### src/rtl/matmul_apb_arbiter.sv
// Two-master APB arbiter in front of the matmul accelerator slave port.
// Round-robin grants, one full APB transfer per grant, and a start-command
// lock that reserves the accelerator for the starting master until its run
// completes (busy_i falls) or busy_i never rises within LOCK_TIMEOUT cycles.
module matmul_apb_arbiter #(
    parameter int BUS_WIDTH    = 32,
    parameter int DATA_WIDTH   = 8,
    parameter int MAX_DIM      = BUS_WIDTH / DATA_WIDTH,
    parameter int ADDR_WIDTH   = 32,
    parameter int LOCK_TIMEOUT = 16
) (
    input  logic                    clk_i,
    input  logic                    rst_ni,
    input  logic [1:0]              m_psel_i,
    input  logic [1:0]              m_penable_i,
    input  logic [1:0]              m_pwrite_i,
    input  logic [2*ADDR_WIDTH-1:0] m_paddr_i,
    input  logic [2*BUS_WIDTH-1:0]  m_pwdata_i,
    input  logic [2*MAX_DIM-1:0]    m_pstrb_i,
    output logic [BUS_WIDTH-1:0]    m_prdata_o,
    output logic [1:0]              m_pready_o,
    output logic [1:0]              m_pslverr_o,
    output logic                    s_psel_o,
    output logic                    s_penable_o,
    output logic                    s_pwrite_o,
    output logic [ADDR_WIDTH-1:0]   s_paddr_o,
    output logic [BUS_WIDTH-1:0]    s_pwdata_o,
    output logic [MAX_DIM-1:0]      s_pstrb_o,
    input  logic [BUS_WIDTH-1:0]    s_prdata_i,
    input  logic                    s_pready_i,
    input  logic                    s_pslverr_i,
    input  logic                    busy_i,
    output logic                    lock_o,
    output logic                    owner_o
);

    localparam int CNT_W = $clog2(LOCK_TIMEOUT + 1);
    localparam logic [CNT_W-1:0] CNT_MAX = CNT_W'(LOCK_TIMEOUT);

    typedef enum logic [1:0] {
        IDLE   = 2'd0,
        SETUP  = 2'd1,
        ACCESS = 2'd2,
        RESP   = 2'd3
    } state_t;

    state_t                  state_q, state_d;
    logic                    gnt_q;
    logic                    last_grant_q;
    logic [1:0]              blocked;
    logic [1:0]              eligible;
    logic                    grant_sel;
    logic                    grant_en;
    logic                    xfer_done;
    logic                    sel_write;
    logic [ADDR_WIDTH-1:0]   sel_addr;
    logic [BUS_WIDTH-1:0]    sel_wdata;
    logic [MAX_DIM-1:0]      sel_strb;
    logic                    start_hit;
    logic                    release_hit;
    logic                    seen_busy_q;
    logic [CNT_W-1:0]        cnt_q;

    // Master penable carries no information here: a granted master is
    // served from its psel-time fields and stalls until its pready.
    logic unused_penable;
    assign unused_penable = ^m_penable_i;

    // Eligibility, round-robin pick and the selected master's request fields.
    always_comb begin
        blocked = '0;
        if (lock_o) begin
            blocked[~owner_o] = 1'b1;
        end
        eligible  = m_psel_i & ~blocked;
        grant_sel = (eligible == 2'b11) ? ~last_grant_q : eligible[1];
        sel_write = grant_sel ? m_pwrite_i[1] : m_pwrite_i[0];
        sel_addr  = grant_sel ? m_paddr_i[2*ADDR_WIDTH-1:ADDR_WIDTH] : m_paddr_i[ADDR_WIDTH-1:0];
        sel_wdata = grant_sel ? m_pwdata_i[2*BUS_WIDTH-1:BUS_WIDTH] : m_pwdata_i[BUS_WIDTH-1:0];
        sel_strb  = grant_sel ? m_pstrb_i[2*MAX_DIM-1:MAX_DIM] : m_pstrb_i[MAX_DIM-1:0];
    end

    // FSM state register.
    always_ff @(posedge clk_i or negedge rst_ni) begin
        if (!rst_ni) begin
            state_q <= IDLE;
        end else begin
            state_q <= state_d;
        end
    end

    // FSM next state and per-state strobes.
    always_comb begin
        state_d   = state_q;
        grant_en  = 1'b0;
        xfer_done = 1'b0;
        unique case (state_q)
            IDLE: begin
                if (|eligible) begin
                    grant_en = 1'b1;
                    state_d  = SETUP;
                end
            end
            SETUP:  state_d = ACCESS;
            ACCESS: begin
                if (s_pready_i) begin
                    xfer_done = 1'b1;
                    state_d   = RESP;
                end
            end
            RESP:    state_d = IDLE;
            default: state_d = IDLE;
        endcase
    end

    // A start is a successful write of CONTROL with bit 0 of byte 0 set.
    assign start_hit = xfer_done && s_pwrite_o && (s_paddr_o[4:0] == 5'b00000)
                       && s_pstrb_o[0] && s_pwdata_o[0] && !s_pslverr_i;

    assign release_hit = lock_o && (seen_busy_q ? !busy_i : (cnt_q == CNT_MAX));

    // Registered slave-side bus, grant bookkeeping and master responses.
    always_ff @(posedge clk_i or negedge rst_ni) begin
        if (!rst_ni) begin
            gnt_q        <= 1'b0;
            last_grant_q <= 1'b1;
            s_psel_o     <= 1'b0;
            s_penable_o  <= 1'b0;
            s_pwrite_o   <= 1'b0;
            s_paddr_o    <= '0;
            s_pwdata_o   <= '0;
            s_pstrb_o    <= '0;
            m_prdata_o   <= '0;
            m_pready_o   <= '0;
            m_pslverr_o  <= '0;
        end else begin
            m_pready_o  <= '0;
            m_pslverr_o <= '0;
            if (grant_en) begin
                gnt_q        <= grant_sel;
                last_grant_q <= grant_sel;
                s_psel_o     <= 1'b1;
                s_pwrite_o   <= sel_write;
                s_paddr_o    <= sel_addr;
                s_pwdata_o   <= sel_wdata;
                s_pstrb_o    <= sel_strb;
            end
            if (state_q == SETUP) begin
                s_penable_o <= 1'b1;
            end
            if (xfer_done) begin
                s_psel_o            <= 1'b0;
                s_penable_o         <= 1'b0;
                m_prdata_o          <= s_prdata_i;
                m_pready_o[gnt_q]   <= 1'b1;
                m_pslverr_o[gnt_q]  <= s_pslverr_i;
            end
        end
    end

    // Accelerator lock; a fresh start takes precedence over a release.
    always_ff @(posedge clk_i or negedge rst_ni) begin
        if (!rst_ni) begin
            lock_o      <= 1'b0;
            owner_o     <= 1'b0;
            seen_busy_q <= 1'b0;
            cnt_q       <= '0;
        end else if (start_hit) begin
            lock_o      <= 1'b1;
            owner_o     <= gnt_q;
            seen_busy_q <= 1'b0;
            cnt_q       <= '0;
        end else if (release_hit) begin
            lock_o      <= 1'b0;
            seen_busy_q <= 1'b0;
            cnt_q       <= '0;
        end else if (lock_o) begin
            if (busy_i) begin
                seen_busy_q <= 1'b1;
            end
            if (!seen_busy_q && (cnt_q != CNT_MAX)) begin
                cnt_q <= cnt_q + CNT_W'(1);
            end
        end
    end

endmodule
### config.mk
export PLATFORM = sky130hd
export DESIGN_NAME = matmul_apb_arbiter
export DESIGN_NICKNAME = d
export VERILOG_FILES = /design/src/rtl/matmul_apb_arbiter.sv
export SDC_FILE = /design/constraint.sdc
export NUM_CORES = 1
export LEC_CHECK = 0
export CORE_MARGIN = 5
export CORE_UTILIZATION = 30
export DETAILED_ROUTE_END_ITERATION = 6
export GPL_TIMING_DRIVEN = 0
export MAX_ROUTING_LAYER = met4
export PLACE_DENSITY = 0.64
export SYNTH_ARGS = -nofsm -noshare
export SYNTH_HDL_FRONTEND = slang
export SYNTH_SLANG_ARGS = --single-unit
### constraint.sdc
create_clock -name clk_i -period 1.7 [get_ports clk_i]
set_clock_uncertainty 0.05 [all_clocks]
set_input_delay 0.255 -clock clk_i [delete_from_list [all_inputs] [get_ports clk_i]]
set_output_delay 0.255 -clock clk_i [all_outputs]
set_load 0.02 [all_outputs]
==> results.sh, run 1 <==
export IMPL_clock_sinks=119
export IMPL_clock_path_buffers=2
export IMPL_num_rows=48
export IMPL_gp_congestion=0.8036
export IMPL_remaining_drc_errors=0
export IMPL_period_minus_slack_ps=1760
export IMPL_clkPwrFrac=0.220
export IMPL_n_antenna_cell=0
export IMPL_coreArea_mm2=0.01724
export IMPL_violations="negative setup slack"
export IMPL_crit_reg2reg_capture="s_pstrb_o[0]$_DFFE_PN0P_"
export IMPL_start_util=0.3052
export IMPL_synth_seq_area_share=0.5662
export IMPL_max_cap_violations=0
export IMPL_grt_pass1_vias=4936
export IMPL_chipHeight_um=142.4
export IMPL_cts_tree="built"
export IMPL_ys_types=36
export IMPL_max_clock_freq_ghz=0.5681
export IMPL_num_io_pins=288
export IMPL_maxSlewHeadroom=0.6786
export IMPL_power_uw=15480
export IMPL_clock_latency_ps=400
export IMPL_antenna_left=0
export IMPL_area_delta_synth_final_pct=77.81
export IMPL_tightest_slew_ps=475.6
export IMPL_grt_max_degree=76
export IMPL_hp_class="in -> async"
export IMPL_nNetsFinal=946
export IMPL_setup_viol=44
export IMPL_reg2reg_depth=7
export IMPL_syn_area_per_cell_um2=11.74
export IMPL_synth_warnings=0
export IMPL_grt_pass1_wl_um=26010
export IMPL_power_density_mw_per_mm2=1654
export IMPL_layout_common_cells="clkdlybuf4s50_1 (191), dfrtp_1 (117), nand2_1 (75)"
export IMPL_cp_data_arrival_time_ps=1990
export IMPL_yosys_register_bits=119
export IMPL_routed_via_count=4513
export IMPL_syn_inst=448
export IMPL_vias_per_cell=4.518
export IMPL_peakVddDrop_mv=0.7633
export IMPL_combPwrFrac=0.465
export IMPL_fin_area_mm2=0.009355
export IMPL_end_kind="flip-flop"
export IMPL_port_buffers=285
export IMPL_leakagePower_uw=0.004458
export IMPL_cts_root_buf="clkbuf_16"
export IMPL_wl_per_cell_um=17.10
export IMPL_htreeDepth=4
export IMPL_drive_gt1_frac=0.1331
export IMPL_path_class="reg -> reg"
export IMPL_startpoint_type="flip-flop"
export IMPL_clk_pin_slew_worst_paths_ps=50
export IMPL_critPathRequiredTime_ps=1930
export IMPL_cts_inserted_buffers=17
export IMPL_die_x_um=142.4
export IMPL_synth_nets=633
export IMPL_synth_area_mm2=0.005261
export IMPL_drtIter0Drc=127
export IMPL_p_sw_frac=0.3788
export IMPL_reg2reg_slack_ps=-60
export IMPL_die_area_mm2=0.02029
export IMPL_routed_wl_um=17080
export IMPL_p_int_uw=9614
export IMPL_first_pass_iters=4
export IMPL_path_max_fanout=10
export IMPL_fin_tns_setup_ps=-909.9
export IMPL_critPathLaunch="last_grant_q$_DFFE_PN1P_"
export IMPL_hold_viol=0
export IMPL_place_area_mm2=0.008424
export IMPL_antenna_found_initial=0
export IMPL_pwr_share_seq=0.314
export IMPL_p_switching_uw=5863
export IMPL_period_share=1.036
export IMPL_rsz0062_at_grt="yes"
export IMPL_status="finished, violations left"
export IMPL_slew_viol_final=0
export IMPL_final_common_cell="clkdlybuf4s50_1"
export IMPL_r2r_start="last_grant_q$_DFFE_PN1P_"
export IMPL_grtUsageTotal=0.1704
export IMPL_overflow=0
export IMPL_postLayoutSetupSlackWorst_ps=-60.40
export IMPL_hpwl_um=13310
[per-stage QoR]
step                      hold WS [ps]  setup slack (ps)    util  instances
final                            286.7            -60.40  0.5428        999
after global routing             316.8            -115.0  0.5428        999
after CTS                        295.3            -44.45  0.5253        992
after detailed placement         159.4            -382.1  0.4887        959
after global placement           405.6             -4230  0.4871        958
after floorplan                 -90.59             77.39       -        448
[how the worst max path moves through the flow]
stage / endpoint / slack [ps] / cells after the start
2_1_floorplan: m_prdata_o[10]$_DFFE_PN0N_ / 80 / 5
3_3_place_gp: s_pwdata_o[11]$_DFFE_PN0P_ / -4230 / 1
4_1_cts: s_paddr_o[7]$_DFFE_PN0P_ / -40 / 6
5_1_grt: s_pstrb_o[1]$_DFFE_PN0P_ / -120 / 7
3_5_place_dp: s_pwdata_o[21]$_DFFE_PN0P_ / -380 / 7
6_report: s_pstrb_o[0]$_DFFE_PN0P_ / -60 / 7
[cell families after synthesis]
kind of cell               after synthesis  share of synthesized area
adders and majority gates                6                    0.01427
AOI/OAI and AO/OA                       83                    0.08657
and+or+nand+nor                         99                    0.08062
DFF                                    119                     0.5662
xor gates and xnor gates                 4                   0.006660
muxes                                  104                     0.2062
buffers and inverters                   33                    0.03948
[layer usage]
metal | routed length [um] | track usage | part of all wire
met1 | 6705 | 0.1899 | 0.39
met2 | 8695 | 0.2847 | 0.51
met3 | 1295 | 0.05544 | 0.076
met4 | 381 | 0.06553 | 0.022
met5 | 0 | - | 0
[cell usage after synthesis]
cell,n,area (um2)
and4_1,1,8.760
o22ai_1,1,6.260
a21boi_2,1,11.26
mux2_2,7,78.83
o211ai_1,1,7.510
xnor2_1,1,8.760
nand2b_2,1,8.760
o21a_1,1,7.510
buf_2,10,50.05
nor2_1,8,30.03
and2_1,1,6.260
buf_4,3,22.52
mux2_1,28,315.3
inv_1,7,26.28
nand4bb_1,1,11.26
clkbuf_1,5,18.77
nor2b_1,2,12.51
ha_1,6,75.07
and3_1,1,6.260
nand3_1,2,10.01
dfrtp_1,118,2953
o21ai_1,72,360.4
a2bb2oi_1,1,8.760
nand2_1,76,285.3
dfstp_2,1,26.28
nor4bb_1,1,10.01
nor3_1,1,5.000
a21boi_1,1,7.510
mux2i_1,69,690.7
nand4_1,2,12.51
a21oi_1,4,20.02
buf_6,8,90.09
nor3b_1,1,7.510
and4b_1,1,10.01
xor2_1,3,26.28
o221ai_4,1,26.28
[what timing repair did]
item                                    4_1_cts  5_1_grt
endpoints found under the hold margin        44        0
gates resized for setup                     111       56
pin swaps                                     1        2
setup buffers                                 0        5
endpoints found under the setup margin      175       96
gates cloned                                  0        2
hold buffers                                  1        0
[flip-flops by register name, summed over array words and instances, names as in the netlist]
name and cells:
cnt_q 5, gnt_q 1, last_grant_q 1, lock_o 1
m_prdata_o 32, m_pready_o 2, m_pslverr_o 2, owner_o 1
s_paddr_o 32, s_penable_o 1, s_psel_o 1, s_pstrb_o 4
s_pwdata_o 32, s_pwrite_o 1, seen_busy_q 1, state_q 2
[final cells by class]
cell class | instances | area (um2)
fill | 1496 | 7881
sequential | 119 | 2980
timing repair buffer | 294 | 2923
multi-input combinational | 296 | 2310
clock buffer | 23 | 467.9
tap | 225 | 281.5
buffer | 26 | 266.5
clock inverter | 9 | 100.1
inverter | 7 | 26.28
[critical path, cell delays in order, from the launching register on]
cell and delay, ps:
dfstp_2 530, nand2_1 50, o211ai_1 200, buf_4 170, buf_12 150, buf_12 160, mux2i_4 250, o21ai_1 80
[power groups by stage]
stage | Sequential [uW] | Clock, uW | Combinational [uW]
CTS | 4890 | 3500 | 7170
floorplan | 6350 | 0 | 2280
detailed placement | 4930 | 0 | 7580
global placement | 4870 | 0 | 7450
global route | 5060 | 3610 | 7800
finish | 4860 | 3410 | 7200
Note: power is estimated with default switching activity, not from simulation.
==> run 2: changes to the inputs <==
--- a/config.mk
+++ b/config.mk
@@ -5,7 +5,7 @@
 export SDC_FILE = /design/constraint.sdc
 export NUM_CORES = 1
 export LEC_CHECK = 0
-export CORE_MARGIN = 5
+export CORE_MARGIN = 10
 export CORE_UTILIZATION = 30
 export DETAILED_ROUTE_END_ITERATION = 6
 export GPL_TIMING_DRIVEN = 0
==> constraint.sdc (replaced) <==
create_clock -name clk_i -period 1.6 [get_ports clk_i]
set_clock_uncertainty 0.05 [all_clocks]
set_input_delay 0.24 -clock clk_i [delete_from_list [all_inputs] [get_ports clk_i]]
set_output_delay 0.24 -clock clk_i [all_outputs]
set_load 0.02 [all_outputs]
==> results.sh, run 2 (same netlist as run 1, synthesis figures left out) <==
export IMPL_slowest_stage="dfstp_2"
export IMPL_area_delta_synth_final_pct=81.57
export IMPL_antenna_found_initial=0
export IMPL_period_share=1.087
export IMPL_period_minus_slack_ps=1739
export IMPL_whs_ps=330.2
export IMPL_p_sw_frac=0.3759
export IMPL_r2r_start="last_grant_q$_DFFE_PN1P_"
export IMPL_leakagePower_uw=0.004431
export IMPL_num_rows=48
export IMPL_htreeDepth=4
export IMPL_n_antenna_cell=0
export IMPL_status="finished, violations left"
export IMPL_path_max_fanout=10
export IMPL_clock_latency_ps=400
export IMPL_tightest_slew_ps=535.4
export IMPL_pwr_share_seq=0.303
export IMPL_end_kind="flip-flop"
export IMPL_remaining_drc_errors=0
export IMPL_slowest_delay_ps=530
export IMPL_combPwrFrac=0.458
export IMPL_clock_sinks=119
export IMPL_routed_wl_um=18650
export IMPL_critPathMostFrequentCell="buf_12"
export IMPL_grt_max_degree=65
export IMPL_maxSlewHeadroom=0.6431
export IMPL_hpwl_um=14900
export IMPL_final_common_cell="clkdlybuf4s50_1"
export IMPL_power_density_mw_per_mm2=1783
export IMPL_path_cells="nand2_1 > o211ai_1 > buf_6 > buf_12 > buf_12 > mux2i_4 > o21ai_1"
export IMPL_violations="negative setup slack"
export IMPL_p_int_uw=10630
export IMPL_reg_top3="m_prdata_o x32, s_paddr_o x32, s_pwdata_o x32"
export IMPL_coreArea_mm2=0.01724
export IMPL_slew_viol_final=0
export IMPL_grt_pass1_wl_um=29220
export IMPL_crit_reg2reg_capture="s_pstrb_o[0]$_DFFE_PN0P_"
export IMPL_reg2reg_depth=7
export IMPL_vias_per_cell=4.583
export IMPL_max_cap_violations=0
export IMPL_start_util=0.3052
export IMPL_drive_gt1_frac=0.1662
export IMPL_fin_tns_setup_ps=-5873
export IMPL_cp_data_arrival_time_ps=1970
export IMPL_die_area_mm2=0.02323
export IMPL_layout_common_cells="clkdlybuf4s50_1 (175), dfrtp_1 (117), dlygate4sd2_1 (109)"
export IMPL_first_pass_iters=4
export IMPL_path_class="reg -> reg"
export IMPL_critPathRequiredTime_ps=1830
export IMPL_peakVddDrop_mv=0.8276
export IMPL_grt_pass1_vias=5209
export IMPL_p_switching_uw=6402
export IMPL_max_clock_freq_ghz=0.5750
export IMPL_port_buffers=285
export IMPL_clk_pin_slew_worst_paths_ps=50
export IMPL_grtUsageTotal=0.1639
export IMPL_hp_class="in -> async"
export IMPL_nNetsFinal=955
export IMPL_reg2reg_slack_ps=-140
export IMPL_fin_cells=1007
export IMPL_cts_root_buf="clkbuf_16"
export IMPL_drtIter0Drc=95
export IMPL_cts_inserted_buffers=17
export IMPL_startpoint_type="flip-flop"
export IMPL_wl_per_cell_um=18.52
export IMPL_hold_viol=0
export IMPL_overflow=0
export IMPL_rsz0062_at_grt="yes"
export IMPL_placed_cells=959
export IMPL_routed_via_count=4615
export IMPL_setup_viol=68
export IMPL_clkPwrFrac=0.240
export IMPL_clock_path_buffers=2
export IMPL_place_area_mm2=0.008427
export IMPL_gp_congestion=0.7369
export IMPL_chipHeight_um=152.4
export IMPL_antenna_left=0
export IMPL_cts_tree="built"
export IMPL_num_io_pins=288
export IMPL_place_ws_ps=-476.6
export IMPL_fin_area_mm2=0.009553
export IMPL_postLayoutSetupSlackWorst_ps=-139.0
export IMPL_die_x_um=152.4
[run 2: changes by cell type in the layout (fill, tap and decap cells not counted), sizes merged, moves of 2 or more]
cell           previous run  this run
clkinv                    5         3
dlymetal6s2s             20         0
clkdlybuf4s50           191       175
bufinv                    2         4
buf                      29        36
dlygate4sd2              72       109
[run 2: worst max-delay path by stage]
stage / from / end / slack (ps)
2_1_floorplan: owner_o$_DFFE_PN0P_ / s_paddr_o[0]$_DFFE_PN0P_ / 20
3_3_place_gp: rst_ni / s_pwdata_o[14]$_DFFE_PN0P_ / -4340
3_5_place_dp: m_psel_i[0] / s_pstrb_o[2]$_DFFE_PN0P_ / -480
4_1_cts: last_grant_q$_DFFE_PN1P_ / s_paddr_o[16]$_DFFE_PN0P_ / -140
5_1_grt: last_grant_q$_DFFE_PN1P_ / s_pstrb_o[0]$_DFFE_PN0P_ / -210
6_report: last_grant_q$_DFFE_PN1P_ / s_pstrb_o[0]$_DFFE_PN0P_ / -140
[run 2: per-stage QoR]
stage	utilization	total power [uW]
detailed placement	0.4889	13390
global route	0.5542	18140
CTS	0.5316	16880
global placement	0.4872	13170
finish	0.5542	17030
floorplan	-	9168
[run 2: cell type report]
cell class	instances	area [um2]
flip-flops and latches	119	2980
multi-input cells	296	2392
clock inverters	8	142.6
plain buffers	26	262.8
repair buffers	303	2969
clock buffers	23	498.0
fillers	1467	7684
well taps	225	281.5
inverters	7	26.28
[run 2: repair_timing]
action,CTS,global route
resized for setup,153,49
endpoints found under the setup margin,214,80
gates cloned,0,3
hold buffers,1,0
pin swaps,0,9
buffers inserted,4,9
endpoints found under the hold margin,55,0
[run 2: routing by layer]
metal	part of all wire	vias to the layer above	GRT usage
met2	0.52	195	0.2761
met5	0	-	-
met1	0.40	2203	0.1782
met4	0.013	0	0.04723
met3	0.075	17	0.06040
li1	-	2200	-
[run 2: critical path: cells and delay by family (launching register included)]
kind | cells | cell delay, ps
AOI/OAI and AO/OA | 2 | 270
and+or+nand+nor | 1 | 50
DFF | 1 | 530
buffers and inverters | 3 | 460
muxes | 1 | 250
[run 2: power groups by stage]
stage	Combinational (uW)	Clock (uW)	Sequential [uW]
global placement	8010	0	5170
detailed placement	8150	0	5240
finish	7790	4080	5160
CTS	7530	4180	5170
global route	8450	4340	5360
floorplan	2420	0	6750
==> run 3: changes to the inputs <==
--- a/config.mk
+++ b/config.mk
@@ -5,6 +5,7 @@
 export SDC_FILE = /design/constraint.sdc
 export NUM_CORES = 1
 export LEC_CHECK = 0
+export CORE_ASPECT_RATIO = 0.5
 export CORE_MARGIN = 10
 export CORE_UTILIZATION = 30
 export DETAILED_ROUTE_END_ITERATION = 6
==> results.sh, run 3 (same netlist as run 1, synthesis figures left out) <==
export IMPL_overflow=0
export IMPL_port_buffers=285
export IMPL_vias_per_cell=4.459
export IMPL_die_area_mm2=0.02356
export IMPL_setup_viol=64
export IMPL_slowest_stage="dfstp_2"
export IMPL_grt_pass1_vias=4986
export IMPL_r2r_start="last_grant_q$_DFFE_PN1P_"
export IMPL_cts_inserted_buffers=17
export IMPL_grtUsageTotal=0.1589
export IMPL_remaining_drc_errors=0
export IMPL_fin_cells=1009
export IMPL_multi_input_area_mm2=0.002173
export IMPL_final_common_cell="clkdlybuf4s50_1"
export IMPL_max_cap_violations=0
export IMPL_power_density_mw_per_mm2=1819
export IMPL_cts_tree="built"
export IMPL_wl_per_cell_um=18.57
export IMPL_path_delay_family="flip-flops"
export IMPL_tightest_slew_ps=453.3
export IMPL_cp_num_buf_inv=2
export IMPL_final_util=0.5333
export IMPL_htreeDepth=4
export IMPL_clock_sinks=119
export IMPL_drtIter0Drc=96
export IMPL_maxSlewHeadroom=0.6978
export IMPL_slew_viol_final=0
export IMPL_power_uw=16760
export IMPL_clock_latency_ps=400
export IMPL_period_share=1.067
export IMPL_path_max_fanout=9
export IMPL_leakagePower_uw=0.004385
export IMPL_clk_pin_slew_worst_paths_ps=60
export IMPL_fillers=1604
export IMPL_nNetsFinal=947
export IMPL_hpwl_um=15050
export IMPL_drive_gt1_frac=0.1213
export IMPL_status="finished, violations left"
export IMPL_antenna_found_initial=0
export IMPL_coreArea_mm2=0.01727
export IMPL_hp_class="in -> async"
export IMPL_reg_top3="m_prdata_o x32, s_paddr_o x32, s_pwdata_o x32"
export IMPL_postLayoutSetupSlackWorst_ps=-107.8
export IMPL_gp_congestion=0.7738
export IMPL_cp_data_arrival_time_ps=1940
export IMPL_slowest_delay_ps=530
export IMPL_end_kind="flip-flop"
export IMPL_first_pass_iters=4
export IMPL_seqCellArea_mm2=0.002980
export IMPL_grt_max_degree=73
export IMPL_antenna_left=0
export IMPL_num_io_pins=288
export IMPL_reg2reg_slack_ps=-110
export IMPL_routed_via_count=4499
export IMPL_start_util=0.3046
export IMPL_clock_path_buffers=2
export IMPL_grt_pass1_wl_um=28440
export IMPL_rsz0062_at_grt="yes"
export IMPL_critPathRequiredTime_ps=1830
export IMPL_placed_cells=968
export IMPL_cts_root_buf="clkbuf_16"
export IMPL_startpoint_type="flip-flop"
export IMPL_crit_reg2reg_capture="s_pwdata_o[31]$_DFFE_PN0P_"
export IMPL_max_clock_freq_ghz=0.5855
export IMPL_area_delta_synth_final_pct=75.08
export IMPL_chipHeight_um=113.6
export IMPL_routed_wl_um=18730
export IMPL_place_ws_ps=-493.9
export IMPL_violations="negative setup slack"
export IMPL_period_minus_slack_ps=1708
export IMPL_hold_viol=0
export IMPL_die_x_um=207.3
export IMPL_peakVddDrop_mv=0.7735
export IMPL_reg2reg_depth=6
export IMPL_layout_common_cells="clkdlybuf4s50_1 (175), dfrtp_1 (117), dlygate4sd2_1 (108)"
export IMPL_n_antenna_cell=0
export IMPL_num_rows=34
export IMPL_path_class="reg -> reg"
export IMPL_path_cells="nand2_1 > o211ai_1 > buf_6 > bufbuf_16 > mux2i_1 > o21ai_1"
-- run 3: routing by layer --
layer / GRT usage / vias up / share of wire
met5: - / - / 0
met4: 0.03722 / 0 / 0.0090
met3: 0.03902 / 10 / 0.035
met2: 0.2993 / 95 / 0.56
met1: 0.1653 / 2206 / 0.40
li1: - / 2188 / -
-- run 3: repair_timing --
action	CTS	global route
gates resized for setup	141	11
buffers inserted	3	4
setup endpoints to repair	214	95
pin swaps	1	4
hold endpoints to repair	47	0
gates cloned	1	0
hold buffers	1	0
-- run 3: worst max path at each step --
stage                                   from                          to  slack [ps]  cells after the start
floorplan                owner_o$_DFFE_PN0P_    s_paddr_o[0]$_DFFE_PN0P_          20                      6
global placement                      rst_ni   s_paddr_o[19]$_DFFE_PN0P_       -4590                      1
detailed placement               m_psel_i[0]   s_paddr_o[27]$_DFFE_PN0P_        -490                      5
CTS                 last_grant_q$_DFFE_PN1P_  s_pwdata_o[31]$_DFFE_PN0P_        -130                      6
global route        last_grant_q$_DFFE_PN1P_   s_paddr_o[26]$_DFFE_PN0P_        -250                      6
finish              last_grant_q$_DFFE_PN1P_  s_pwdata_o[31]$_DFFE_PN0P_        -110                      6
-- run 3: where the power goes --
part	internal [uW]	total, uW	switching (uW)
clock	2890	4270	1380
combinational	3140	7380	4240
sequential	4410	5110	696
total	10400	16800	6320
-- run 3: through the flow --
step                setup TNS (ps)  instance area (um2)  hold slack [ps]
floorplan                        0                 5264           -105.6
global placement           -577870                 8409            408.2
detailed placement          -37060                 8438            164.8
CTS                          -4138                 9163            301.4
global route                -10990                 9211            327.1
finish                       -2521                 9211            292.1
-- run 3: layout make-up --
type,instances,area share
sequential,119,0.3236
inverter,7,0.002852
clock buffer,21,0.05107
timing repair buffer,295,0.3085
buffer,26,0.02513
clock inverter,11,0.02119
multi-input combinational,296,0.2359
tap,234,0.03178
-- run 3: worst register-to-register path, cell delays in order, from the launching register on --
cell and delay [ps]:
dfstp_2 530, nand2_1 50, o211ai_1 190, buf_6 210
bufbuf_16 290, mux2i_1 200, o21ai_1 70
